[src/rtl/output_port_if.sv]
// Link-side bundle of output_port: crossbar flit in, link flit out, credit return and VA grant.
// Flit layout: {type[1:0], vc_id[VC_SIZE-1:0], payload[DATA_W-1:0]}; type 0=HEAD 1=BODY 2=TAIL 3=HEADTAIL.
interface output_port_if #(
  parameter int unsigned VC_NUM = 2,
  parameter int unsigned DATA_W = 16
);
  localparam int unsigned VC_SIZE = (VC_NUM > 1) ? $clog2(VC_NUM) : 1;
  localparam int unsigned FLIT_W  = 2 + VC_SIZE + DATA_W;

  logic [FLIT_W-1:0]  flit_i;
  logic               valid_flit_i;
  logic [FLIT_W-1:0]  data_o;
  logic               valid_flit_o;
  logic               credit_valid_i;
  logic [VC_SIZE-1:0] credit_vc_i;
  logic               vc_alloc_valid_i;
  logic [VC_SIZE-1:0] vc_alloc_id_i;
  logic [VC_NUM-1:0]  has_credit_o;
  logic [VC_NUM-1:0]  is_allocatable_o;
  logic               error_o;

  modport master (
    output flit_i, valid_flit_i, credit_valid_i, credit_vc_i, vc_alloc_valid_i, vc_alloc_id_i,
    input  data_o, valid_flit_o, has_credit_o, is_allocatable_o, error_o
  );

  modport slave (
    input  flit_i, valid_flit_i, credit_valid_i, credit_vc_i, vc_alloc_valid_i, vc_alloc_id_i,
    output data_o, valid_flit_o, has_credit_o, is_allocatable_o, error_o
  );
endinterface

[src/rtl/output_port.sv]
// Router output port: registers granted flits onto the link, tracks per-VC downstream credits
// and per-VC allocation state, and flags credit-protocol violations.
module output_port #(
  parameter int unsigned BUFFER_SIZE = 8,
  parameter int unsigned VC_NUM      = 2,
  parameter int unsigned DATA_W      = 16
) (
  input  logic          clk,
  input  logic          rst,
  output_port_if.slave  bus
);
  localparam int unsigned VC_SIZE = (VC_NUM > 1) ? $clog2(VC_NUM) : 1;
  localparam int unsigned FLIT_W  = 2 + VC_SIZE + DATA_W;
  localparam int unsigned CNT_W   = $clog2(BUFFER_SIZE + 1);
  localparam logic [CNT_W-1:0] FULL = CNT_W'(BUFFER_SIZE);

  typedef enum logic [1:0] {HEAD, BODY, TAIL, HEADTAIL} flit_type_e;
  typedef enum logic [1:0] {IDLE, ACTIVE, WAIT_CREDITS} vc_state_e;

  logic [CNT_W-1:0]  credit_q [VC_NUM];
  logic [CNT_W-1:0]  credit_d [VC_NUM];
  vc_state_e         state_q  [VC_NUM];
  vc_state_e         state_d  [VC_NUM];
  logic [FLIT_W-1:0] data_q, data_d;
  logic              valid_q, valid_d;
  logic              error_q, error_d;

  logic [VC_SIZE-1:0] send_vc;
  flit_type_e         send_type;
  logic               send_ok, send_tail, credit_ok;

  always_comb begin
    send_vc   = bus.flit_i[DATA_W +: VC_SIZE];
    send_type = flit_type_e'(bus.flit_i[FLIT_W-1 -: 2]);
    send_tail = (send_type == TAIL) || (send_type == HEADTAIL);
    send_ok   = bus.valid_flit_i && (credit_q[send_vc] != '0);
    credit_ok = bus.credit_valid_i && (credit_q[bus.credit_vc_i] != FULL);

    data_d  = data_q;
    valid_d = 1'b0;
    if (send_ok) begin
      data_d  = bus.flit_i;
      valid_d = 1'b1;
    end

    error_d = error_q
            | (bus.valid_flit_i && !send_ok)
            | (send_ok && state_q[send_vc] != ACTIVE)
            | (bus.credit_valid_i && !credit_ok)
            | (bus.vc_alloc_valid_i && state_q[bus.vc_alloc_id_i] != IDLE);

    for (int unsigned v = 0; v < VC_NUM; v++) begin
      credit_d[v] = credit_q[v];
      state_d[v]  = state_q[v];
      // A send and an accepted credit on the same VC cancel out.
      if (send_ok && send_vc == VC_SIZE'(v) && !(credit_ok && bus.credit_vc_i == VC_SIZE'(v)))
        credit_d[v] = credit_q[v] - CNT_W'(1);
      else if (credit_ok && bus.credit_vc_i == VC_SIZE'(v) && !(send_ok && send_vc == VC_SIZE'(v)))
        credit_d[v] = credit_q[v] + CNT_W'(1);

      unique case (state_q[v])
        IDLE:
          if (bus.vc_alloc_valid_i && bus.vc_alloc_id_i == VC_SIZE'(v)) state_d[v] = ACTIVE;
        ACTIVE:
          if (send_ok && send_vc == VC_SIZE'(v) && send_tail) state_d[v] = WAIT_CREDITS;
        WAIT_CREDITS:
          if (credit_q[v] == FULL) state_d[v] = IDLE;
        default:
          state_d[v] = IDLE;
      endcase
    end
  end

  always_ff @(posedge clk or negedge rst) begin
    if (!rst) begin
      for (int unsigned v = 0; v < VC_NUM; v++) begin
        credit_q[v] <= FULL;
        state_q[v]  <= IDLE;
      end
      data_q  <= '0;
      valid_q <= 1'b0;
      error_q <= 1'b0;
    end else begin
      for (int unsigned v = 0; v < VC_NUM; v++) begin
        credit_q[v] <= credit_d[v];
        state_q[v]  <= state_d[v];
      end
      data_q  <= data_d;
      valid_q <= valid_d;
      error_q <= error_d;
    end
  end

  always_comb begin
    bus.has_credit_o     = '0;
    bus.is_allocatable_o = '0;
    for (int unsigned v = 0; v < VC_NUM; v++) begin
      bus.has_credit_o[v]     = (credit_q[v] != '0);
      bus.is_allocatable_o[v] = (state_q[v] == IDLE);
    end
  end

  assign bus.data_o       = data_q;
  assign bus.valid_flit_o = valid_q;
  assign bus.error_o      = error_q;
endmodule

[src/flat_wrapper.sv]
// flat-port wrapper written by rule: the top's interface ports become plain ports
module output_port_flat 
#(
  parameter int unsigned BUFFER_SIZE = 8,
  parameter int unsigned VC_NUM      = 2,
  parameter int unsigned DATA_W      = 16
)
  (clk, rst, bus_flit_i, bus_valid_flit_i, bus_credit_valid_i, bus_credit_vc_i, bus_vc_alloc_valid_i, bus_vc_alloc_id_i, bus_data_o, bus_valid_flit_o, bus_has_credit_o, bus_is_allocatable_o, bus_error_o);
  output_port_if #(.VC_NUM(VC_NUM), .DATA_W(DATA_W)) bus_i ();
  input  logic clk;
  input  logic rst;
  input wire logic [$bits(bus_i.flit_i)-1:0] bus_flit_i;
  input wire logic [$bits(bus_i.valid_flit_i)-1:0] bus_valid_flit_i;
  input wire logic [$bits(bus_i.credit_valid_i)-1:0] bus_credit_valid_i;
  input wire logic [$bits(bus_i.credit_vc_i)-1:0] bus_credit_vc_i;
  input wire logic [$bits(bus_i.vc_alloc_valid_i)-1:0] bus_vc_alloc_valid_i;
  input wire logic [$bits(bus_i.vc_alloc_id_i)-1:0] bus_vc_alloc_id_i;
  output wire logic [$bits(bus_i.data_o)-1:0] bus_data_o;
  output wire logic [$bits(bus_i.valid_flit_o)-1:0] bus_valid_flit_o;
  output wire logic [$bits(bus_i.has_credit_o)-1:0] bus_has_credit_o;
  output wire logic [$bits(bus_i.is_allocatable_o)-1:0] bus_is_allocatable_o;
  output wire logic [$bits(bus_i.error_o)-1:0] bus_error_o;
  assign bus_i.flit_i = bus_flit_i;
  assign bus_i.valid_flit_i = bus_valid_flit_i;
  assign bus_i.credit_valid_i = bus_credit_valid_i;
  assign bus_i.credit_vc_i = bus_credit_vc_i;
  assign bus_i.vc_alloc_valid_i = bus_vc_alloc_valid_i;
  assign bus_i.vc_alloc_id_i = bus_vc_alloc_id_i;
  assign bus_data_o = bus_i.data_o;
  assign bus_valid_flit_o = bus_i.valid_flit_o;
  assign bus_has_credit_o = bus_i.has_credit_o;
  assign bus_is_allocatable_o = bus_i.is_allocatable_o;
  assign bus_error_o = bus_i.error_o;
  output_port #(.BUFFER_SIZE(BUFFER_SIZE), .VC_NUM(VC_NUM), .DATA_W(DATA_W)) u_core (.clk(clk), .rst(rst), .bus(bus_i));
endmodule
[config.mk]
export PLATFORM = sky130hd
export DESIGN_NAME = output_port_flat
export DESIGN_NICKNAME = d
export VERILOG_FILES = /design/src/rtl/output_port_if.sv /design/src/rtl/output_port.sv /design/src/flat_wrapper.sv
export SDC_FILE = /design/constraint.sdc
export NUM_CORES = 1
export LEC_CHECK = 0
export ABC_CLOCK_PERIOD_IN_PS = 3490
export BUFFER_PORTS_ARGS = -buffer_cell sky130_fd_sc_hd__buf_2
export CAP_MARGIN = 20
export CORE_UTILIZATION = 45
export DETAILED_ROUTE_END_ITERATION = 10
export PLACE_DENSITY_LB_ADDON = 0.08
export SLEW_MARGIN = 15
export SYNTH_ARGS = -nofsm -noshare
export SYNTH_HDL_FRONTEND = slang
export SYNTH_SLANG_ARGS = --single-unit
[constraint.sdc]
create_clock -name clk -period 3.49 [get_ports clk]
set_input_delay 0.349 -clock clk [delete_from_list [all_inputs] [get_ports clk]]
set_output_delay 0.349 -clock clk [all_outputs]
set_load 0.005 [all_outputs]
==> results.txt, run 1 <==
----------------------------------------------------
[Run status]
  Result of the run ... finished, final reports clean

[Drt]
  WL final ... 3390 um
  Post-DRT Antenna Nets ... 0
  Total vias in the final route ... 1256
  Pre-antenna DRT Iters ... 4
  DRC violation count after routing ... 0
  Violation count after the first detailed-routing iteration ... 46
  Vias/cell ... 5.17
  Mean routed wirelength per cell ... 13.9 um

[Timing]
  Peak Freq ... 0.357 GHz
  Min Tclk post-route ... 2800 ps
  Transition time of the tightest slew-check pin ... 718 ps
  RSZ-0062 raised after global routing ... false
  Setup clock skew after layout ... 4.67 ps
  Final sum of negative setup slack ... 0 ps
  Number of pins exceeding their max-slew limit in the final report ... 0
  Number of failing hold endpoints at the final stage ... 0
  Setup violations, final ... 0
  Relative slew slack ... 51.9%
  Final period utilization ... 80.3%

[GRT]
  Global route overflow ... 0
  Antenna violations before repair ... 0
  Largest net degree at the start of global routing ... 34
  Wire length of the first global-routing pass ... 5780 um
  Number of global-route vias before repair ... 1269
  Overall track demand over capacity in global routing ... 18.4%

[Yosys]
  Syn. warnings ... 0
  Count of state elements after synthesis ... 33
  Mean instance size in the synthesized netlist ... 12.2 um2
  Syn Inst Count ... 144
  Xor/xnor share of the synthesized area ... 2.99%
  Area fraction of the dominant cell type after synthesis ... 44.1%
  EDFF count, synth ... 0
  Share of synthesized flip-flops with an asynchronous set or reset ... 100%
  Cells taking the most area after synthesis ... dfrtp_1 44%, mux2_4 7.7%, mux2_2 7.0%
  Post-synth cell types ... 37
  Largest family of logic cells by synthesized area ... multiplexers
  Post-synthesis cell type with the largest combined area ... dfrtp_1
  Adder-Cell Fraction of Synth Area ... 4.26%
  Post-synthesis cell area ... 0.00176 mm2
  Simple logic cell fraction of the synthesized area ... 13.3%
  Flip-flop cell with the highest count after synthesis ... dfrtp_1
  Synthesized Nets ... 176
  Post-synthesis compound-gate area fraction ... 10.2%
  Fraction of synthesized area in multiplexers ... 16.4%
  Portion of the post-synthesis area used by sequential elements ... 47.1%

[Clocking]
  Buffer depth of the longest clock path ... 2
  Post-cts hold buffer count ... 0
  Clock tree from TritonCTS ... built
  TritonCTS Sinks ... 33
  H-tree levels ... 2
  Register clock-pin slew on the reported worst setup and hold paths ... 70 ps
  Number of buffers inserted to repair setup after CTS ... 0
  Buffer cell driving the clock tree root ... clkbuf_8
  Number of cells upsized or downsized after cts ... 0
  Num CTS Buffers ... 5
  Insertion delay to the later sink of the worst-skew pair ... 280 ps

[Layout]
  Final Instance Count excl. Fillers ... 243
  Fill cell instance count of the final layout ... 336
  Number of antenna cells inserted ... 0
  Signed area change from the synthesized netlist to the final layout ... 20.8%
  Footprint of the flip-flops and latches ... 828 um2
  Cell area after layout ... 0.00213 mm2
  Ratio of cells with drive above 1 in the final layout ... 45.6%
  Area occupied by multi-input gates ... 830 um2
  Nets@finish ... 226
  End-of-flow core utilization ... 57.2%

[Worst setup path]
  Arrival time worst endpoint ... 2990 ps
  Worst Setup Start Kind ... register
  Required time at the endpoint of the critical path ... 3680 ps
  Crit Path Class ... reg2reg
  Reg-to-reg setup timing slack ... 690 ps
  Critical Path Fanout Max ... 6
  Setup crit end kind ... register

[Flow run]
  Max-capacitance violation count ... 0

[Die]
  Die width ... 64.5 um
  Area of the core ... 0.00372 mm2
  Starting utilization of the core area ... 47.4%
  Total I/O pin count ... 51
  Die Span Y ... 64.5 um
  Die ar. ... 0.00417 mm2
  Row cnt ... 22

[Place]
  Post-Place Cell Area ... 0.00201 mm2
  Placed Cells incl. Taps ... 235
  Port-buffer cells ... 50
  HPWL after detailed placement ... 2520 um
  Weighted congestion at the end of routability-driven global placement ... 0.849

[Pwr]
  Worst voltage drop across the vdd grid ... 0.340 mV
  Power Dens Cells ... 736 mW/mm2
  Leakage power ... 1.01 nW

[Worst hold path]
  Worst hold path type ... in2async

----------------------------------------------------
## worst paths after layout
kind	start	to	depth (start not counted)
worst max-delay path	u_core.credit_q[3]	u_core.credit_q[3]	6
worst min register to register	u_core.bus.data_o[16]	u_core.bus.data_o[16]	1
worst max register to register	u_core.credit_q[3]	u_core.credit_q[3]	6
min in group clk	bus_flit_i[13]	u_core.bus.data_o[13]	2
max in group asynchronous	rst	u_core.bus.data_o[18]	1
worst min-delay path	rst	u_core.bus.data_o[16]	1
## metal layers
| metal | wire length (um) | track usage [%] | share of wire, % |
|---|---|---|---|
| met1 | 1460 | 20.5 | 43 |
| met2 | 1730 | 31.7 | 51 |
| met5 | 0 | 0 | 0 |
| met3 | 170 | 5.81 | 5.0 |
| met4 | 23 | 8.33 | 0.68 |
## cells in the final DEF (no fill, tap or decap), drive strengths merged, types with 4 or more instances in the layout
cell type  instances
nor2               6
dfrtp             31
ha                 6
inv                9
or4                4
mux2              20
or4b               4
buf               51
clkbuf             7
nand2              8
xnor2              4
## state kept, by name (all words and copies together), names as in the netlist
| name | flops |
|---|---|
| u_core.bus.error_o | 1 |
| u_core.bus.valid_flit_o | 1 |
| u_core.state_q | 4 |
| u_core.bus.data_o | 19 |
| u_core.credit_q | 8 |
## cell usage after synthesis, drive strengths merged, types with 2 or more instances
cell type and number:
buf 5, nand3 3, inv 9, o221ai 3, dfstp 2, nor2b 3, nor2 6, nand2 8
or3b 2, ha 6, a21o 3, dfrtp 31, xor2 2, mux2i 3, clkbuf 3, xnor2 4
or4b 4, o41ai 2, mux2 20, nand3b 3, a2111oi 2, a21oi 3, nor3 3, or4 4
o21a 2
## report_power, final
part	leakage [nW]	switching (W)	internal, W
combinational	0.564	0.000228	0.000307
clock	0.0585	0.000131	0.000233
sequential	0.383	0.000140	0.000528
## critical path: stages (launching register included)
cell,delay [ps]
dfstp_2,570
or4b_2,650
nand3_1,140
ha_1,270
or3b_2,490
a2111oi_0,410
o221ai_1,180
## stage by stage
step           setup WS [ps]  power, W  hold slack (ps)
6_report                 687   0.00157              117
5_1_grt                  540   0.00168              174
4_1_cts                  680   0.00159              144
3_5_place_dp             693   0.00121              454
3_3_place_gp             846   0.00119              444
2_1_floorplan            900   0.00106             53.4
## cells by family after synthesis
logic type | Yosys count
flip-flops | 33
XOR/XNOR | 6
AO/OA/AOI/OAI | 21
buffers and inverters | 17
multiplexers | 23
adder cells (fa/ha/maj) | 6
AND/OR/NAND/NOR | 38
## final cells by class
type / count / area share, %
Clock inverter: 1 / 1.41
Sequential cell: 33 / 39.0
Timing Repair Buffer: 51 / 12.1
Multi-Input combinational cell: 94 / 39.0
Clock buffer: 7 / 4.06
Tap cell: 48 / 2.83
Inverter: 9 / 1.59
Power figures use the tool's default switching activity.
==> run 2, diff against run 1 <==
- ABC_AREA: unset -> 1
- ABC_CLOCK_PERIOD_IN_PS: 3490 -> 2900
- clock period: 3.49 -> 2.9 ns (I/O delays scaled with it)
==> run 2 against run 1 <==
Global-route usage grew 1.3 points. Register-to-register slack lost 250 ps. Total power grew 7.7%. Sequential share of layout area grew 2.6 points. First-iteration DRC count grew 65%. Hold slack gained 23 ps. Wire length shrank 2.3%. Fmax grew 14%. Clock-buffer cell count is the same. Synthesized cell count grew 42%. Non-clock buffer count is the same. Via count grew 13%.
==> results.txt, run 2 <==
----------------------------------------------------
[Run status]
  Result of the run ... finished, final reports clean

[Die]
  Starting utilization of the core area ... 48.2%
  Die Span Y ... 62.5 um
  Row cnt ... 21
  Die ar. ... 0.00390 mm2
  Die width ... 62.5 um
  Area of the core ... 0.00342 mm2
  Total I/O pin count ... 51

[Clocking]
  TritonCTS Sinks ... 33
  Insertion delay to the later sink of the worst-skew pair ... 340 ps
  Post-cts hold buffer count ... 1
  Clock tree from TritonCTS ... built
  Num CTS Buffers ... 5
  H-tree levels ... 2
  Register clock-pin slew on the reported worst setup and hold paths ... 110 ps
  Number of cells upsized or downsized after cts ... 0
  Buffer depth of the longest clock path ... 2
  Buffer cell driving the clock tree root ... clkbuf_4
  Number of buffers inserted to repair setup after CTS ... 0

[Layout]
  Nets@finish ... 289
  Final Instance Count excl. Fillers ... 304
  Commonest non-fill, non-tap cell in the layout ... nand2_1
  Commonest cells after routing, fill and taps aside ... 86 x nand2_1, 50 x buf_2, 31 x dfrtp_1, 17 x inv_1, 17 x nand3_1
  Ratio of cells with drive above 1 in the final layout ... 26.4%
  End-of-flow core utilization ... 58.3%
  Signed area change from the synthesized netlist to the final layout ... 21.1%
  Max FFs per register ... 19
  Number of antenna cells inserted ... 0

[Worst setup path]
  Cells traversed along the worst timing path ... nor2_2 -> nand3_2 -> nand2_1 -> nand2_2 -> nand2_4 -> nor2_1 -> ha_1 -> nand2_1 -> inv_1 -> nor2_1 -> ha_1 -> a21oi_1 -> or2_2 -> a31oi_1
  Reg-to-reg setup timing slack ... 440 ps
  Crit Path Class ... reg2reg
  Cell with the biggest individual delay on the critical path ... dfrtp_1
  Critical Path Fanout Max ... 23
  Worst Setup Start Kind ... register
  Arrival time worst endpoint ... 2740 ps
  Cells on worst reg2reg path ... 14
  Setup crit end kind ... register
  Worst reg2reg endpoint ... u_core.credit_q[2]
  Required time at the endpoint of the critical path ... 3170 ps
  Reg-to-reg startpoint ... u_core.credit_q[4]
  Max stage delay on crit path ... 450 ps

[GRT]
  Largest net degree at the start of global routing ... 34
  Overall track demand over capacity in global routing ... 19.7%
  Wire length of the first global-routing pass ... 5930 um
  Global route overflow ... 0
  Number of global-route vias before repair ... 1301
  Antenna violations before repair ... 0

[Drt]
  Violation count after the first detailed-routing iteration ... 76
  Pre-antenna DRT Iters ... 5
  WL final ... 3310 um
  Post-DRT Antenna Nets ... 0
  Mean routed wirelength per cell ... 10.9 um
  DRC violation count after routing ... 0
  Total vias in the final route ... 1417
  Vias/cell ... 4.66

[Timing]
  Number of failing hold endpoints at the final stage ... 0
  Peak Freq ... 0.406 GHz
  Setup clock skew after layout ... 10.3 ps
  Relative slew slack ... 52.0%
  Final period utilization ... 85.0%
  RSZ-0062 raised after global routing ... false
  Final Worst Setup Slack ... 435 ps
  Setup violations, final ... 0
  Number of pins exceeding their max-slew limit in the final report ... 0
  Transition time of the tightest slew-check pin ... 720 ps
  Final sum of negative setup slack ... 0 ps
  Min Tclk post-route ... 2460 ps

[Yosys]
  Share of synthesized flip-flops with an asynchronous set or reset ... 100%
  Cells taking the most area after synthesis ... dfrtp_1 47%, nand2_1 20%, nand3_1 5.2%
  Top post-synthesis cells by count ... 86 x nand2_1, 31 x dfrtp_1, 17 x inv_1, 17 x nand3_1, 13 x nor2_1
  Count of state elements after synthesis ... 33
  Syn Inst Count ... 204
  EDFF count, synth ... 0
  Mean instance size in the synthesized netlist ... 8.07 um2
  Post-synthesis cell type with the largest combined area ... dfrtp_1
  Portion of the post-synthesis area used by sequential elements ... 50.3%
  Synthesized Nets ... 236
  Most numerous cell in the Yosys netlist ... nand2_1
  Area fraction of the dominant cell type after synthesis ... 47.1%
  Post-synth cell types ... 22
  Flip-flop cell with the highest count after synthesis ... dfrtp_1
  Post-synthesis cell area ... 0.00165 mm2
  Syn. warnings ... 0

[Pwr]
  Power Dens Cells ... 846 mW/mm2
  Share of total power consumed by net switching ... 38.4%
  Worst voltage drop across the vdd grid ... 0.358 mV
  Combinational fraction of design power ... 37.0%
  Leakage power ... 1.13 nW
  Clock share of power ... 18.0%
  Share of total power in sequential cells ... 45.0%
  Internal Dissipation ... 0.00104 W
  Total net switching power ... 0.000648 W

[Worst hold path]
  Launch point of the worst hold path ... bus_flit_i[12]
  Number of cells traversed by the worst hold path ... 3
  Hold endpoint ... u_core.bus.data_o[12]
  Worst hold path type ... in2reg

[Place]
  Worst setup timing slack at the placement stage ... 476 ps
  Weighted congestion at the end of routability-driven global placement ... 0.802
  Placed Cells incl. Taps ... 295
  HPWL after detailed placement ... 2350 um
  Port-buffer cells ... 50

[Flow run]
  Max-capacitance violation count ... 0

----------------------------------------------------
==> run 2: logic make-up after synthesis <==
group,after synthesis,share of synthesized area (%)
and+or+nand+nor,129,33.5
DFF,33,50.3
buffers and inverters,23,6.77
AOI/OAI and AO/OA,10,3.27
adders and majority gates,6,4.56
xor gates and xnor gates,3,1.60
==> run 2: worst max path at each step <==
| stage | start | endpoint | slack, ps | cells past startpoint |
|---|---|---|---|---|
| 6_report | u_core.credit_q[4] | u_core.credit_q[2] | 440 | 14 |
| 5_1_grt | u_core.credit_q[4] | u_core.credit_q[2] | 200 | 14 |
| 4_1_cts | u_core.credit_q[4] | u_core.credit_q[2] | 430 | 14 |
| 3_5_place_dp | u_core.credit_q[0] | u_core.credit_q[2] | 480 | 14 |
| 3_3_place_gp | u_core.credit_q[4] | u_core.credit_q[2] | 580 | 14 |
| 2_1_floorplan | u_core.credit_q[4] | u_core.credit_q[2] | 660 | 15 |
==> run 2: layout make-up <==
type / count / area (um2)
Tap cell: 46 / 57.6
Sequential cell: 33 / 828
Clock inverter: 1 / 5.00
Clock buffer: 7 / 65.1
Timing Repair Buffer: 51 / 260
Fill cell: 334 / 1420
Inverter: 18 / 70.1
Multi-Input combinational cell: 148 / 706
==> run 2: layer usage <==
metal,GRT usage (%),share of wire [%]
met1,25.4,48
met5,0,0
met4,7.85,1.8
met3,6.02,5.7
met2,30.7,45
==> run 2: worst max-delay path, delay by kind of cell (launching register included) <==
family / cells / cell delay [ps]
DFF: 1 / 450
adders and majority gates: 2 / 420
and+or+nand+nor: 9 / 1300
AOI/OAI and AO/OA: 2 / 170
buffers and inverters: 1 / 40
==> run 2: power by group through the flow <==
stage	logic (W)	clock network (W)	registers, W
2_1_floorplan	0.000443	0	0.000755
3_3_place_gp	0.000621	0	0.000765
3_5_place_dp	0.000626	0	0.000766
4_1_cts	0.000632	0.000317	0.000760
5_1_grt	0.000737	0.000334	0.000784
6_report	0.000624	0.000303	0.000759
==> run 2: stage by stage <==
step	total power [W]	hold WS (ps)	area [um2]
6_report	0.00169	140	1990
5_1_grt	0.00186	120	1990
4_1_cts	0.00171	118	1990
3_5_place_dp	0.00139	395	1910
3_3_place_gp	0.00139	398	1910
2_1_floorplan	0.00120	-5.59	1650
